===== config.mk =====
export PLATFORM = sky130hd
export DESIGN_NAME = dogx_cfg_loader
export DESIGN_NICKNAME = d
export VERILOG_FILES = /design/src/rtl/dogx_cfg_loader.sv
export SDC_FILE = /design/constraint.sdc
export NUM_CORES = 1
export LEC_CHECK = 0
export CAP_MARGIN = 30
export CORE_MARGIN = 2
export CORE_UTILIZATION = 55
export DETAILED_ROUTE_END_ITERATION = 10
export DONT_BUFFER_PORTS = 1
export PLACE_DENSITY = 0.7
export SLEW_MARGIN = 20
export SYNTH_ARGS = -nofsm -noshare
export SYNTH_HDL_FRONTEND = slang
export SYNTH_SLANG_ARGS = --single-unit

===== constraint.sdc =====
create_clock -name clk -period 4.8 [get_ports clk]
set_input_delay 0.96 -clock clk [delete_from_list [all_inputs] [get_ports clk]]
set_output_delay 0.96 -clock clk [all_outputs]
set_load 0.02 [all_outputs]

===== src/rtl/dogx_cfg_loader.sv =====
// DOGX 3-wire config master: frames a latched word with cs_n setup/hold/gap and shifts it MSB-first on sclk.
// Optional auto-resend of the last frame after REFRESH_PERIOD idle cycles when DOGX_AUTO_REFRESH_EN is defined.
module dogx_cfg_loader #(
  parameter int FRAME_BITS     = 72,
  parameter int CLK_DIV        = 4,
  parameter int CS_SETUP       = 2,
  parameter int CS_HOLD        = 2,
  parameter int IDLE_GAP       = 10,
  parameter int REFRESH_PERIOD = 3000000
) (
  input  logic                  clk,
  input  logic                  reset,
  input  logic [FRAME_BITS-1:0] frame_in,
  input  logic                  start,
  output logic                  busy,
  output logic                  done,
  output logic                  cs_n,
  output logic                  sclk,
  output logic                  sdi
);

  localparam int P       = 2 * CLK_DIV;
  localparam int MAX_MUL = (CS_SETUP > CS_HOLD) ? ((CS_SETUP > IDLE_GAP) ? CS_SETUP : IDLE_GAP)
                                                : ((CS_HOLD > IDLE_GAP) ? CS_HOLD : IDLE_GAP);
  localparam int CW      = $clog2(MAX_MUL * P);
  localparam int BW      = $clog2(FRAME_BITS);

  localparam logic [CW-1:0] SETUP_LAST = CW'(CS_SETUP * P - 1);
  localparam logic [CW-1:0] HOLD_LAST  = CW'(CS_HOLD * P - 1);
  localparam logic [CW-1:0] GAP_LAST   = CW'(IDLE_GAP * P - 1);
  localparam logic [CW-1:0] PER_LAST   = CW'(P - 1);
  localparam logic [CW-1:0] HALF_LAST  = CW'(CLK_DIV - 1);
  localparam logic [BW-1:0] BIT_LAST   = BW'(FRAME_BITS - 1);

  typedef enum logic [2:0] {S_IDLE, S_SETUP, S_SHIFT, S_HOLD, S_GAP} state_e;

  state_e                  state_q, state_d;
  logic [CW-1:0]           cnt_q, cnt_d;
  logic [BW-1:0]           bit_q, bit_d;
  logic [FRAME_BITS-1:0]   shreg_q, shreg_d;
  logic                    cs_n_q, cs_n_d;
  logic                    sclk_q, sclk_d;
  logic                    busy_q, busy_d;
  logic                    done_q, done_d;

  logic                    last;
  logic                    last_bit;
  logic                    load;
  logic [FRAME_BITS-1:0]   load_frame;

`ifdef DOGX_AUTO_REFRESH_EN
  localparam int RW = $clog2(REFRESH_PERIOD);
  localparam logic [RW-1:0] RP_LAST = RW'(REFRESH_PERIOD - 1);

  logic [RW-1:0]         rcnt_q, rcnt_d;
  logic                  armed_q, armed_d;
  logic [FRAME_BITS-1:0] shadow_q, shadow_d;
  logic                  refresh;

  // Counter stays inert until a frame has been accepted at least once.
  assign refresh    = (state_q == S_IDLE) && armed_q && (rcnt_q == RP_LAST);
  assign load       = (state_q == S_IDLE) && (start || refresh);
  assign load_frame = start ? frame_in : shadow_q;

  always_comb begin
    shadow_d = shadow_q;
    armed_d  = armed_q;
    rcnt_d   = '0;
    if (state_q == S_IDLE) begin
      if (start) begin
        shadow_d = frame_in;
        armed_d  = 1'b1;
      end else if (armed_q && !refresh) begin
        rcnt_d = rcnt_q + 1'b1;
      end
    end
  end

  always_ff @(posedge clk) begin
    if (reset) begin
      rcnt_q   <= '0;
      armed_q  <= 1'b0;
      shadow_q <= '0;
    end else begin
      rcnt_q   <= rcnt_d;
      armed_q  <= armed_d;
      shadow_q <= shadow_d;
    end
  end
`else
  assign load       = (state_q == S_IDLE) && start;
  assign load_frame = frame_in;
`endif

  assign last_bit = (bit_q == BIT_LAST);

  always_comb begin
    last = 1'b0;
    case (state_q)
      S_SETUP: last = (cnt_q == SETUP_LAST);
      S_SHIFT: last = (cnt_q == PER_LAST);
      S_HOLD:  last = (cnt_q == HOLD_LAST);
      S_GAP:   last = (cnt_q == GAP_LAST);
      default: last = 1'b0;
    endcase
  end

  always_ff @(posedge clk) begin
    if (reset) begin
      state_q <= S_IDLE;
      cnt_q   <= '0;
      bit_q   <= '0;
      shreg_q <= '0;
      cs_n_q  <= 1'b1;
      sclk_q  <= 1'b0;
      busy_q  <= 1'b0;
      done_q  <= 1'b0;
    end else begin
      state_q <= state_d;
      cnt_q   <= cnt_d;
      bit_q   <= bit_d;
      shreg_q <= shreg_d;
      cs_n_q  <= cs_n_d;
      sclk_q  <= sclk_d;
      busy_q  <= busy_d;
      done_q  <= done_d;
    end
  end

  always_comb begin
    state_d = state_q;
    case (state_q)
      S_IDLE:  if (load) state_d = S_SETUP;
      S_SETUP: if (last) state_d = S_SHIFT;
      S_SHIFT: if (last && last_bit) state_d = S_HOLD;
      S_HOLD:  if (last) state_d = S_GAP;
      S_GAP:   if (last) state_d = S_IDLE;
      default: state_d = S_IDLE;
    endcase
  end

  always_comb begin
    cnt_d   = (state_q == S_IDLE || last) ? '0 : cnt_q + 1'b1;
    bit_d   = bit_q;
    shreg_d = shreg_q;
    cs_n_d  = cs_n_q;
    sclk_d  = sclk_q;
    busy_d  = busy_q;
    done_d  = 1'b0;
    case (state_q)
      S_IDLE: if (load) begin
        shreg_d = load_frame;
        cs_n_d  = 1'b0;
        busy_d  = 1'b1;
      end
      S_SHIFT: begin
        // Data advances only on the falling edge between periods, so the LSB stays put into HOLD.
        if (cnt_q == HALF_LAST) begin
          sclk_d = 1'b1;
        end else if (last) begin
          sclk_d = 1'b0;
          if (last_bit) begin
            bit_d = '0;
          end else begin
            bit_d   = bit_q + 1'b1;
            shreg_d = {shreg_q[FRAME_BITS-2:0], 1'b0};
          end
        end
      end
      S_HOLD: if (last) begin
        cs_n_d  = 1'b1;
        shreg_d = '0;
      end
      S_GAP: if (last) begin
        busy_d = 1'b0;
        done_d = 1'b1;
      end
      default: ;
    endcase
  end

  assign cs_n = cs_n_q;
  assign sclk = sclk_q;
  assign sdi  = shreg_q[FRAME_BITS-1];
  assign busy = busy_q;
  assign done = done_q;

endmodule

## Yosys cells after proc, flatten, opt, wreduce, memory -nomap -nowiden

Cells that the tools add are included.
Widths: inputs -> output; s select.

- Register bits after elaboration: 93
- Input port bits: 75
- Output and inout bits: 5
- Word-level logic and storage cells: 68

- Add/subtract/negate cells: 2
- Equality and inequality tests: 17
- Mux-type cells: 22
- Bitwise gates (word level): 2
- Reduce and logical (&&, ||, !) cells: 17

Operators with widths:

| operator | count |
|---|---|
| $mux 72 | 5 |
| $pmux 72 s3 | 1 |
| $ne 2x2->1 const B | 8 |
| $mux 3 | 5 |
| $pmux 3 s5 | 1 |
| $add 7x1->7 const B | 2 |
| $eq 7x7->1 const B | 2 |
| $reduce_and 3->1 | 3 |
| $eq 7x2->1 const B | 1 |
| $eq 7x3->1 const B | 1 |
| $eq 7x4->1 const B | 1 |
| $mux 7 | 1 |
| $eq 3x2->1 const B | 2 |
| $mux 1 | 6 |
| $reduce_and 6->1 | 1 |
| $reduce_bool 2->1 | 3 |
| $reduce_or 2->1 | 3 |
| $reduce_and 5->1 | 1 |
| $pmux 1 s2 | 2 |
| $eq 3x1->1 const B | 1 |
| $eq 3x3->1 const B | 1 |
| $logic_not 3->1 | 1 |
| $pmux 1 s3 | 1 |
| $reduce_bool 3->1 | 1 |
| 4 further kinds | 6 |

## Longest topological paths before layout

Gate-level depths: netlist of the first run.

- Depth after elaboration: 6
- Depth in mapped cells: 9
- Depth with buffers taken out: 6

## Least setup slack after synthesis of the first run

No wires, ideal clock.

- Path kind: input to register
- Start: in start
- End: reg shreg_q[16]
- Library setup time: 132 ps
- Arrival time: 1970 ps
- Data required time: 4668 ps
- Setup slack: 2697 ps
- Cell stages on the path: 6
- Path buffers: 2
- Path through: or3_1 and2_1 clkbuf_1 clkbuf_1 nand3_1 a21oi_1

- Cells in the longest elaborated chain, start to end: 3

RTL lines:

| item | line | source |
|---|---|---|
| start: declaration | 14 | `input logic start,` |
| $logic_and 1x1->1 | 91 | `assign load = (state_q == S_IDLE) && start;` |
| $ne 2x2->1 (no line) | n/a |  |
| $reduce_and 6->1 (no line) | n/a |  |
| end signal: assignment | 122 | `shreg_q <= shreg_d;` |
| end: declaration | 40 | `logic [FRAME_BITS-1:0] shreg_q, shreg_d;` |

Every way passes these cells.
A chain may end at the register's enable or synchronous reset.

## Worst setup path in the final report of the first run

- Start: reg cnt_q[0]
- End: reg shreg_q[0]

- Cells in the longest elaborated chain, start to end: 4
- Elaborated cells on any way between the ends: 9
- Those cells by class: 7 x eq/ne; 1 x mux; 1 x reduce/logical

RTL lines:

| item | line | source |
|---|---|---|
| start: declaration | 38 | `logic [CW-1:0] cnt_q, cnt_d;` |
| start signal: assignment | 120 | `cnt_q <= cnt_d;` |
| $eq 7x7->1, or another cell as far along | 103 | `S_GAP: last = (cnt_q == GAP_LAST);` |
| $pmux 1 s3 | 99 | `case (state_q)` |
| $ne 2x2->1 (no line) | n/a |  |
| $reduce_and 6->1 (no line) * | n/a |  |

Mark *: on every way between the ends. The rest lies on a longest branch, timed or not.

==> results of run 1 <==
-- state kept, by name (all words and copies together), names as in the netlist --
register / count
cs_n: 1
cnt_q: 7
state_q: 3
bit_q: 7
shreg_q: 72
busy: 1
done: 1
sclk: 1
-- cells in the final DEF (no fill, tap or decap), types with 4 or more instances in the layout --
cell type  instances
a22o_1            70
nor2_1            23
nand2_1            8
clkinv_2           4
xnor2_1            4
a21oi_1           77
xor2_1             7
o21ai_0           75
nand3_1           78
clkbuf_8          10
nor3_1             5
dfxtp_1           93
buf_4              5
and3_1             5
-- power by group --
| group | internal [mW] | switching, mW |
|---|---|---|
| Clock | 0.201 | 0.273 |
| Combinational | 0.0741 | 0.105 |
| Sequential | 0.822 | 0.0277 |
| Total | 1.10 | 0.406 |
-- worst register-to-register path, stage by stage, from the launching register on --
cell	delay, ns
dfxtp_1	0.36
ha_1	0.25
nand4bb_1	0.30
or3_1	0.51
o21ai_4	0.69
buf_4	0.51
nand4_1	0.16
a21oi_1	0.17
-- cell families (layout without fill, tap and decap cells) --
| family | Yosys count | count (layout) |
|---|---|---|
| AO/OA/AOI/OAI | 233 | 233 |
| AND/OR/NAND/NOR | 138 | 138 |
| flip-flops | 93 | 93 |
| buffers and inverters | 61 | 24 |
| XOR/XNOR | 11 | 11 |
| adder cells (fa/ha/maj) | 2 | 2 |
-- final cells by class --
class,instances,share of cell area
Clock inverter,6,0.007991
Inverter,2,0.001653
Multi-Input combinational cell,384,0.5092
Sequential cell,93,0.4100
Timing Repair Buffer,6,0.01268
Clock buffer,10,0.03031
Tap cell,102,0.02811
-- per-stage QoR --
step,cells,util
6_report,603,0.5846
5_1_grt,603,0.5846
4_1_cts,603,0.5846
3_5_place_dp,587,0.5622
3_3_place_gp,586,0.5590
2_1_floorplan,538,-
-- metal layers --
metal / vias up / part of all wire / track usage
li1: 1903 / - / -
met1: 1866 / 0.45 / 0.3190
met2: 101 / 0.46 / 0.3738
met3: 8 / 0.074 / 0.06180
met4: 0 / 0.010 / 0.07005
met5: - / 0 / 0
-- final timing paths --
kind,startpoint,end,slack (ns),cells past startpoint
setup / recovery,cnt_q[0],shreg_q[0],1.78,7
hold / removal,cnt_q[0],cnt_q[0],0.45,1
setup reg to reg,cnt_q[0],shreg_q[0],1.78,7
hold reg to reg,cnt_q[0],cnt_q[0],0.45,1
==> qor.tcl, run 1 <==
set qor(cts.reportedPaths.clkPinSlew_ns) 0.09
set qor(ioPinCount) 80
set qor(clock_tree.htree_level_count) 3
set qor(crit_buf_inv) 1
set qor(finalPower_mw) 1.503
set qor(number_of_pins_with_negative_max_slew_slack_in_the_final_report) 0
set qor(crit_slowest_cell) {o21ai_4}
set qor(postSynth.asyncResetShare) 0
set qor(timing.final.hold_violations) 0
set qor(synth_cells) 538
set qor(synth-xor-area-share) 0.02165
set qor(synth_nets) 615
set qor(synthFlopType) {dfxtp_1}
set qor(overall_die_width_um) 93.94
set qor(detailedPlacementHpwl_mm) 5.971
set qor(synth-compound-area-share) 0.3321
set qor(crit_required_ns) 5.09
set qor(hold_ws_ns) 0.4531
set qor(fin_skew_ns) 0.01411
set qor(timing.critical_path.cells) {ha_1 > nand4bb_1 > or3_1 > o21ai_4 > buf_4 > nand4_1 > a21oi_1}
set qor(cpLargestDelayFamily) {simple AND/OR/NAND/NOR gates}
set qor(worst_pin_slew_ns) 0.8346
set qor(placed_cell_area_mm2) 0.004367
set qor(tritoncts) {yes}
set qor(initial_core_util) 0.5728
set qor(synth_top_cell_by_area) {dfxtp_1}
set qor(ctsResizeCount) 0
set qor(clockRootBuffer) {clkbuf_8}
set qor(vias_per_std_cell) 6.431
set qor(ys.warnings.count) 0
set qor(layout_net_count) 573
set qor(finalWorstPathRequiredPeriod_ns) 3.016
set qor(placement.setup.worst_slack_ns) 1.858
set qor(vdd_ir_drop_max_v) 0.0002066
set qor(min_period_over_period) 0.6284
set qor(residual_drc_count) 0
set qor(antenna_left) 0
set qor(cts-hold-fix-buffers) 0
set qor(yosys-top-cells-count) {93 x dfxtp_1, 78 x nand3_1, 77 x a21oi_1}
set qor(core_region_area_mm2) 0.007767
set qor(critical_path_class) {register to register}
set qor(fp.dieArea_mm2) 0.008825
set qor(drt-pass1-iter-count) 4
set qor(synth.mux.area_fraction) 0
set qor(worst_slew_margin_rel) 0.4415
set qor(postLayoutCellArea_mm2) 0.004541
set qor(critical_path.endpoint_type) {register}
set qor(synth-seq-area-share) 0.4184
set qor(post_synth.cell_area_avg_um2) 8.270
set qor(run_status) {finished, final reports clean}
set qor(synth-edff-count) 0
set qor(synth_adder_area_share) 0.005624
set qor(io_buffers) 0
set qor(floorplan.rows) 32
set qor(p_leak_nw) 1.613
set qor(largest_net_degree_at_the_start_of_global_routing) 85
set qor(crit_arrival_ns) 3.30
set qor(die_height_um) 93.94
set qor(cts_buffers) 9
set qor(synthMostInstantiatedCell) {dfxtp_1}
set qor(gpl.final_weighted_congestion) 0.8283
set qor(multi_input_comb_area_mm2) 0.002312
set qor(timing.fmax_mhz) 331.5
set qor(final.fill_count) 721
set qor(number_of_antenna_violations_at_the_first_check_in_global_routing) 0
set qor(setup_fix_bufs_post_cts) 0
set qor(synthTopCellsByArea) {dfxtp_1 42%, a22o_1 14%, nand3_1 8.8%, a21oi_1 8.7%, o21ai_0 8.4%}
set qor(postLayoutSetupSlackWorst_ns) 1.784
set qor(worst_hold_path_type) {register to register}
set qor(num_antenna_cells) 0
set qor(clock_latency_ns) 0.36
set qor(grt_remaining_overflow) 0
set qor(globalRouteTotalUtil) 0.2368
set qor(p_per_area_mw_per_mm2) 330.9
set qor(drt-total-wl_mm) 10.41
set qor(tritoncts_num_sinks) 93
set qor(ctsLongestPathBuffers) 2
set qor(combinational_family_with_the_most_area_after_synthesis) {compound AO/OA/AOI/OAI gates}
set qor(routed_wire_length_per_instance_um) 17.26
set qor(setup_violations) 0
set qor(sequential_cell_area_mm2) 0.001862
set qor(timing.max_cap.violations) 0
set qor(dr_total_vias) 3878
set qor(setup_repair_after_global_routing_missed_its_margin) {no}
set qor(startpoint_type) {register}
set qor(synthesis.area_mm2) 0.004449
set qor(drive_gt1_frac) 0.06587
set qor(drtIter0Drc) 245
set qor(via_count_of_the_first_global_routing_pass) 3503
set qor(ys_seq_elements) 93
set qor(first_pass_grt_wire_length_mm) 16.93
set qor(worst_path_largest_cell_delay_ns) 0.69
set qor(area_delta_synth_final_pct) 2.053
set qor(synth_top_area_share) 0.4184
set qor(cp_max_fo) 39
set qor(yosys.cell_types.count) 41
set qor(synthSimpleGateAreaFrac) 0.1558
set qor(setup-tns-final_ns) 0
Note: power is estimated with default switching activity, not from simulation.
==> run 2, diff against run 1 <==
Settings changed: PLACE_DENSITY 0.7 to 0.73.
Clock period 4.8 ns to 2.55 ns, I/O delays scaled along.
==> qor.tcl, run 2 (synthesis results as in run 1) <==
set qor(setup_violations) 0
set qor(pwr-share-comb) 0.116
set qor(setup-tns-final_ns) 0
set qor(overall_die_width_um) 93.94
set qor(detailedPlacementHpwl_mm) 6.153
set qor(internal_power_mw) 2.278
set qor(timing.critical_path.cells) {or3b_4 > or3_1 > o21a_2 > buf_4 > o21ai_0 > a21oi_1}
set qor(largestRegisters) {shreg_q x72, bit_q x7, cnt_q x7}
set qor(clockRootBuffer) {clkbuf_8}
set qor(worst_pin_slew_ns) 0.5289
set qor(setup_repair_after_global_routing_missed_its_margin) {no}
set qor(clock_latency_ns) 0.35
set qor(gpl.final_weighted_congestion) 0.7708
set qor(timing.final.hold_violations) 0
set qor(min_period_over_period) 0.9250
set qor(switching_share) 0.2502
set qor(drive_gt1_frac) 0.07859
set qor(p_per_area_mw_per_mm2) 652.2
set qor(layout_commonest_cell) {dfxtp_1}
set qor(finalPower_mw) 3.039
set qor(core_region_area_mm2) 0.007767
set qor(worst_path_largest_cell_delay_ns) 0.47
set qor(number_of_pins_with_negative_max_slew_slack_in_the_final_report) 0
set qor(finalWorstPathRequiredPeriod_ns) 2.359
set qor(final.fill_count) 714
set qor(vdd_ir_drop_max_v) 0.0002816
set qor(largest-register) {shreg_q}
set qor(cts_buffers) 9
set qor(clock_power_share) 0.358
set qor(crit_arrival_ns) 2.59
set qor(ctsResizeCount) 0
set qor(setup_fix_bufs_post_cts) 0
set qor(largest_reg_flops) 72
set qor(tritoncts_num_sinks) 93
set qor(number_of_antenna_violations_at_the_first_check_in_global_routing) 0
set qor(antenna_left) 0
set qor(crit_slowest_cell) {dfxtp_1}
set qor(largest_net_degree_at_the_start_of_global_routing) 85
set qor(critical_path.endpoint_type) {register}
set qor(pwr-share-seq) 0.526
set qor(num_antenna_cells) 0
set qor(layout_net_count) 581
set qor(fin_skew_ns) 0.01265
set qor(via_count_of_the_first_global_routing_pass) 3730
set qor(grt_remaining_overflow) 0
set qor(drtIter0Drc) 297
set qor(first_pass_grt_wire_length_mm) 17.49
set qor(most_frequent_cells_in_the_layout) {93 x dfxtp_1, 78 x nand3_1, 77 x a21oi_1, 75 x o21ai_0, 70 x a22o_1}
set qor(initial_core_util) 0.5728
set qor(cts-hold-fix-buffers) 0
set qor(drt-total-wl_mm) 10.57
set qor(tritoncts) {yes}
set qor(cpLargestDelayFamily) {simple AND/OR/NAND/NOR gates}
set qor(timing.max_cap.violations) 0
set qor(power.net_switching_mw) 0.7605
set qor(ctsLongestPathBuffers) 2
set qor(cp_max_fo) 41
set qor(routed_wire_length_per_instance_um) 17.30
set qor(ioPinCount) 80
set qor(startpoint_type) {register}
set qor(drt-pass1-iter-count) 5
set qor(vias_per_std_cell) 6.450
set qor(dr_total_vias) 3941
set qor(p_leak_nw) 1.671
set qor(clock_tree.htree_level_count) 3
set qor(critical_path_class) {register to register}
set qor(timing.fmax_mhz) 424.0
set qor(worst_hold_path_type) {input port to register}
set qor(io_buffers) 0
set qor(die_height_um) 93.94
set qor(floorplan.rows) 32
set qor(crit_buf_inv) 1
set qor(worst_slew_margin_rel) 0.6447
set qor(fp.dieArea_mm2) 0.008825
set qor(crit_required_ns) 2.78
set qor(area_delta_synth_final_pct) 4.724
set qor(cts.reportedPaths.clkPinSlew_ns) 0.09
set qor(run_status) {finished, final reports clean}
set qor(globalRouteTotalUtil) 0.2444
set qor(residual_drc_count) 0
run 2: path summary, 6_finish.rpt:
path              slack, ns         end  cells after the start        from
hold / removal         0.24        busy                      1       reset
hold reg to reg        0.46    cnt_q[0]                      1    cnt_q[0]
setup reg to reg       0.19  shreg_q[8]                      6  state_q[1]
setup / recovery       0.19  shreg_q[8]                      6  state_q[1]
run 2: metal layers:
layer,up-vias,share of wire,GRT usage
li1,1918,-,-
met1,1892,0.45,0.3114
met2,119,0.47,0.3988
met3,12,0.072,0.05618
met4,0,0.015,0.1002
met5,-,0,0
run 2: final cells by class:
class                           instances  area [um^2]  area share
Sequential cell                        93         1862      0.3996
Clock inverter                          5        83.83     0.01799
Inverter                                2        7.507    0.001611
Clock buffer                           11        141.4     0.03034
Timing Repair Buffer                   14        130.1     0.02793
Multi-Input combinational cell        384         2307      0.4952
Tap cell                              102        127.6     0.02739
run 2: power groups by stage:
stage          Clock (mW)  Combinational [mW]  Sequential [mW]
4_1_cts              1.11               0.353             1.60
3_5_place_dp            0               0.351             1.63
3_3_place_gp            0               0.342             1.63
2_1_floorplan           0               0.315             1.62
6_report             1.09               0.353             1.60
5_1_grt              1.17               0.403             1.61
run 2: worst register-to-register path, delay by kind of cell (launching register included):
| kind | cells | cell delay [ns] |
|---|---|---|
| and+or+nand+nor | 2 | 0.91 |
| AOI/OAI and AO/OA | 3 | 0.63 |
| DFF | 1 | 0.47 |
| buffers and inverters | 1 | 0.25 |
run 2: stage by stage:
stage / hold slack (ns) / area [um^2] / util / setup slack [ns] / std cells
2_1_floorplan: 0.4175 / 4449 / - / 0.4498 / 538
5_1_grt: 0.2073 / 4659 / 0.5999 / 0.07183 / 611
6_report: 0.2372 / 4659 / 0.5999 / 0.1913 / 611
4_1_cts: 0.2059 / 4659 / 0.5999 / 0.2181 / 611
3_3_place_gp: 0.4358 / 4434 / 0.5709 / 0.3555 / 595
3_5_place_dp: 0.4413 / 4434 / 0.5709 / 0.2319 / 595
==> run 3, diff against run 2 <==
Settings changed: CORE_UTILIZATION 55 to 48, DONT_BUFFER_PORTS 1 to unset, PLACE_DENSITY 0.73 to 0.77.
==> qor.tcl, run 3 (synthesis results as in run 1) <==
set qor(fin_skew_ns) 0.01169
set qor(detailedPlacementHpwl_mm) 6.714
set qor(drive_gt1_frac) 0.07301
set qor(maxUsedRoutingLayer) {met4}
set qor(crit_required_ns) 2.79
set qor(critical_path.endpoint_type) {register}
set qor(worst_path_largest_cell_delay_ns) 0.48
set qor(worst_pin_slew_ns) 0.5086
set qor(numPlacedInstances) 684
set qor(clockRootBuffer) {clkbuf_8}
set qor(finalWorstPathRequiredPeriod_ns) 2.218
set qor(initial_core_util) 0.4885
set qor(crit_arrival_ns) 2.45
set qor(die_height_um) 100.3
set qor(floorplan.rows) 35
set qor(setup_fix_bufs_post_cts) 0
set qor(first_pass_grt_wire_length_mm) 18.06
set qor(ioPinCount) 80
set qor(timing.max_cap.violations) 0
set qor(crit_slowest_cell) {or3_1}
set qor(p_leak_nw) 1.998
set qor(globalRouteTotalUtil) 0.2171
set qor(grt_remaining_overflow) 0
set qor(routed_wire_length_per_instance_um) 16.09
set qor(clock_tree.htree_level_count) 3
set qor(timing.fmax_mhz) 450.9
set qor(most_frequent_cells_in_the_layout) {93 x dfxtp_1, 78 x nand3_1, 78 x clkdlybuf4s50_1, 77 x a21oi_1, 75 x o21ai_0}
set qor(worst_hold_path_type) {register to register}
set qor(sequential_cell_area_mm2) 0.001862
set qor(layout_commonest_cell) {dfxtp_1}
set qor(hold_ws_ns) 0.4654
set qor(drtIter0Drc) 271
set qor(timing.critical_path.cells) {or2_2 > or3_1 > o21a_2 > buf_4 > o21ai_0 > a21oi_1}
set qor(largestRegisters) {shreg_q x72, bit_q x7, cnt_q x7}
set qor(dr_total_vias) 4318
set qor(worst_slew_margin_rel) 0.6578
set qor(crit_buf_inv) 1
set qor(layout_net_count) 661
set qor(startpoint_type) {register}
set qor(number_of_antenna_violations_at_the_first_check_in_global_routing) 0
set qor(overall_die_width_um) 100.3
set qor(clock_latency_ns) 0.36
set qor(tritoncts_num_sinks) 93
set qor(antenna_left) 0
set qor(cp_max_fo) 44
set qor(final.fill_count) 792
set qor(drt-total-wl_mm) 11.26
set qor(multi_input_comb_area_mm2) 0.002307
set qor(ctsResizeCount) 0
set qor(residual_drc_count) 0
set qor(setup_repair_after_global_routing_missed_its_margin) {no}
set qor(vdd_ir_drop_max_v) 0.0003018
set qor(p_per_area_mw_per_mm2) 576.2
set qor(io_buffers) 79
set qor(min_period_over_period) 0.8698
set qor(run_status) {finished, final reports clean}
set qor(gpl.final_weighted_congestion) 0.8568
set qor(vias_per_std_cell) 6.169
set qor(cts.reportedPaths.clkPinSlew_ns) 0.10
set qor(largest_net_degree_at_the_start_of_global_routing) 73
set qor(number_of_pins_with_negative_max_slew_slack_in_the_final_report) 0
set qor(met3RoutedLength_um) 618
set qor(critical_path_class) {register to register}
set qor(area_delta_synth_final_pct) 23.45
set qor(timing.final.hold_violations) 0
set qor(ctsLongestPathBuffers) 2
set qor(setup-tns-final_ns) 0
set qor(largest-register) {shreg_q}
set qor(layoutNonFillerInstCount) 700
set qor(drt-pass1-iter-count) 4
set qor(core_region_area_mm2) 0.009109
set qor(fp.dieArea_mm2) 0.01006
set qor(cpLargestDelayFamily) {simple AND/OR/NAND/NOR gates}
set qor(tritoncts) {yes}
set qor(wirelength_met1_mm) 5.082
set qor(cts_buffers) 9
set qor(num_antenna_cells) 0
set qor(wl_met2_mm) 5.347
set qor(largest_reg_flops) 72
set qor(via_count_of_the_first_global_routing_pass) 3769
set qor(setup_violations) 0
set qor(cts-hold-fix-buffers) 0
==> run 3: layer usage <==
metal / track usage / up-vias
met4: 0.08325 / 0
met5: 0 / -
met1: 0.3062 / 2083
li1: - / 2082
met3: 0.03134 / 17
met2: 0.3366 / 136
==> run 3: report_power, final <==
group / switching (mW) / internal [mW]
combinational: 0.257 / 0.259
clock: 0.578 / 0.479
sequential: 0.0453 / 1.55
==> run 3: worst paths after layout <==
check	from	cells past startpoint	end	slack, ns
max reg2reg	cnt_q[3]	6	shreg_q[46]	0.33
max	cnt_q[3]	6	shreg_q[46]	0.33
min reg2reg	cnt_q[0]	1	cnt_q[0]	0.47
min	cnt_q[0]	1	cnt_q[0]	0.47
==> run 3: final cells by class <==
type                            instances  share of cell area
Multi-Input combinational cell        384              0.4200
Sequential cell                        93              0.3390
Timing Repair Buffer                   94              0.1749
Tap cell                              111             0.02528
Clock buffer                            9             0.02255
Clock inverter                          7             0.01686
Inverter                                2            0.001367
==> run 3: per-stage QoR <==
step           total power, mW  area (um^2)  utilization  setup WS [ns]
6_report                 3.165         5493       0.6030         0.3321
2_1_floorplan            1.932         4449            -         0.4498
3_5_place_dp             2.135         5276       0.5793         0.3581
3_3_place_gp             2.121         5276       0.5793         0.3864
4_1_cts                  3.177         5493       0.6030         0.3499
5_1_grt                  3.310         5493       0.6030         0.1690
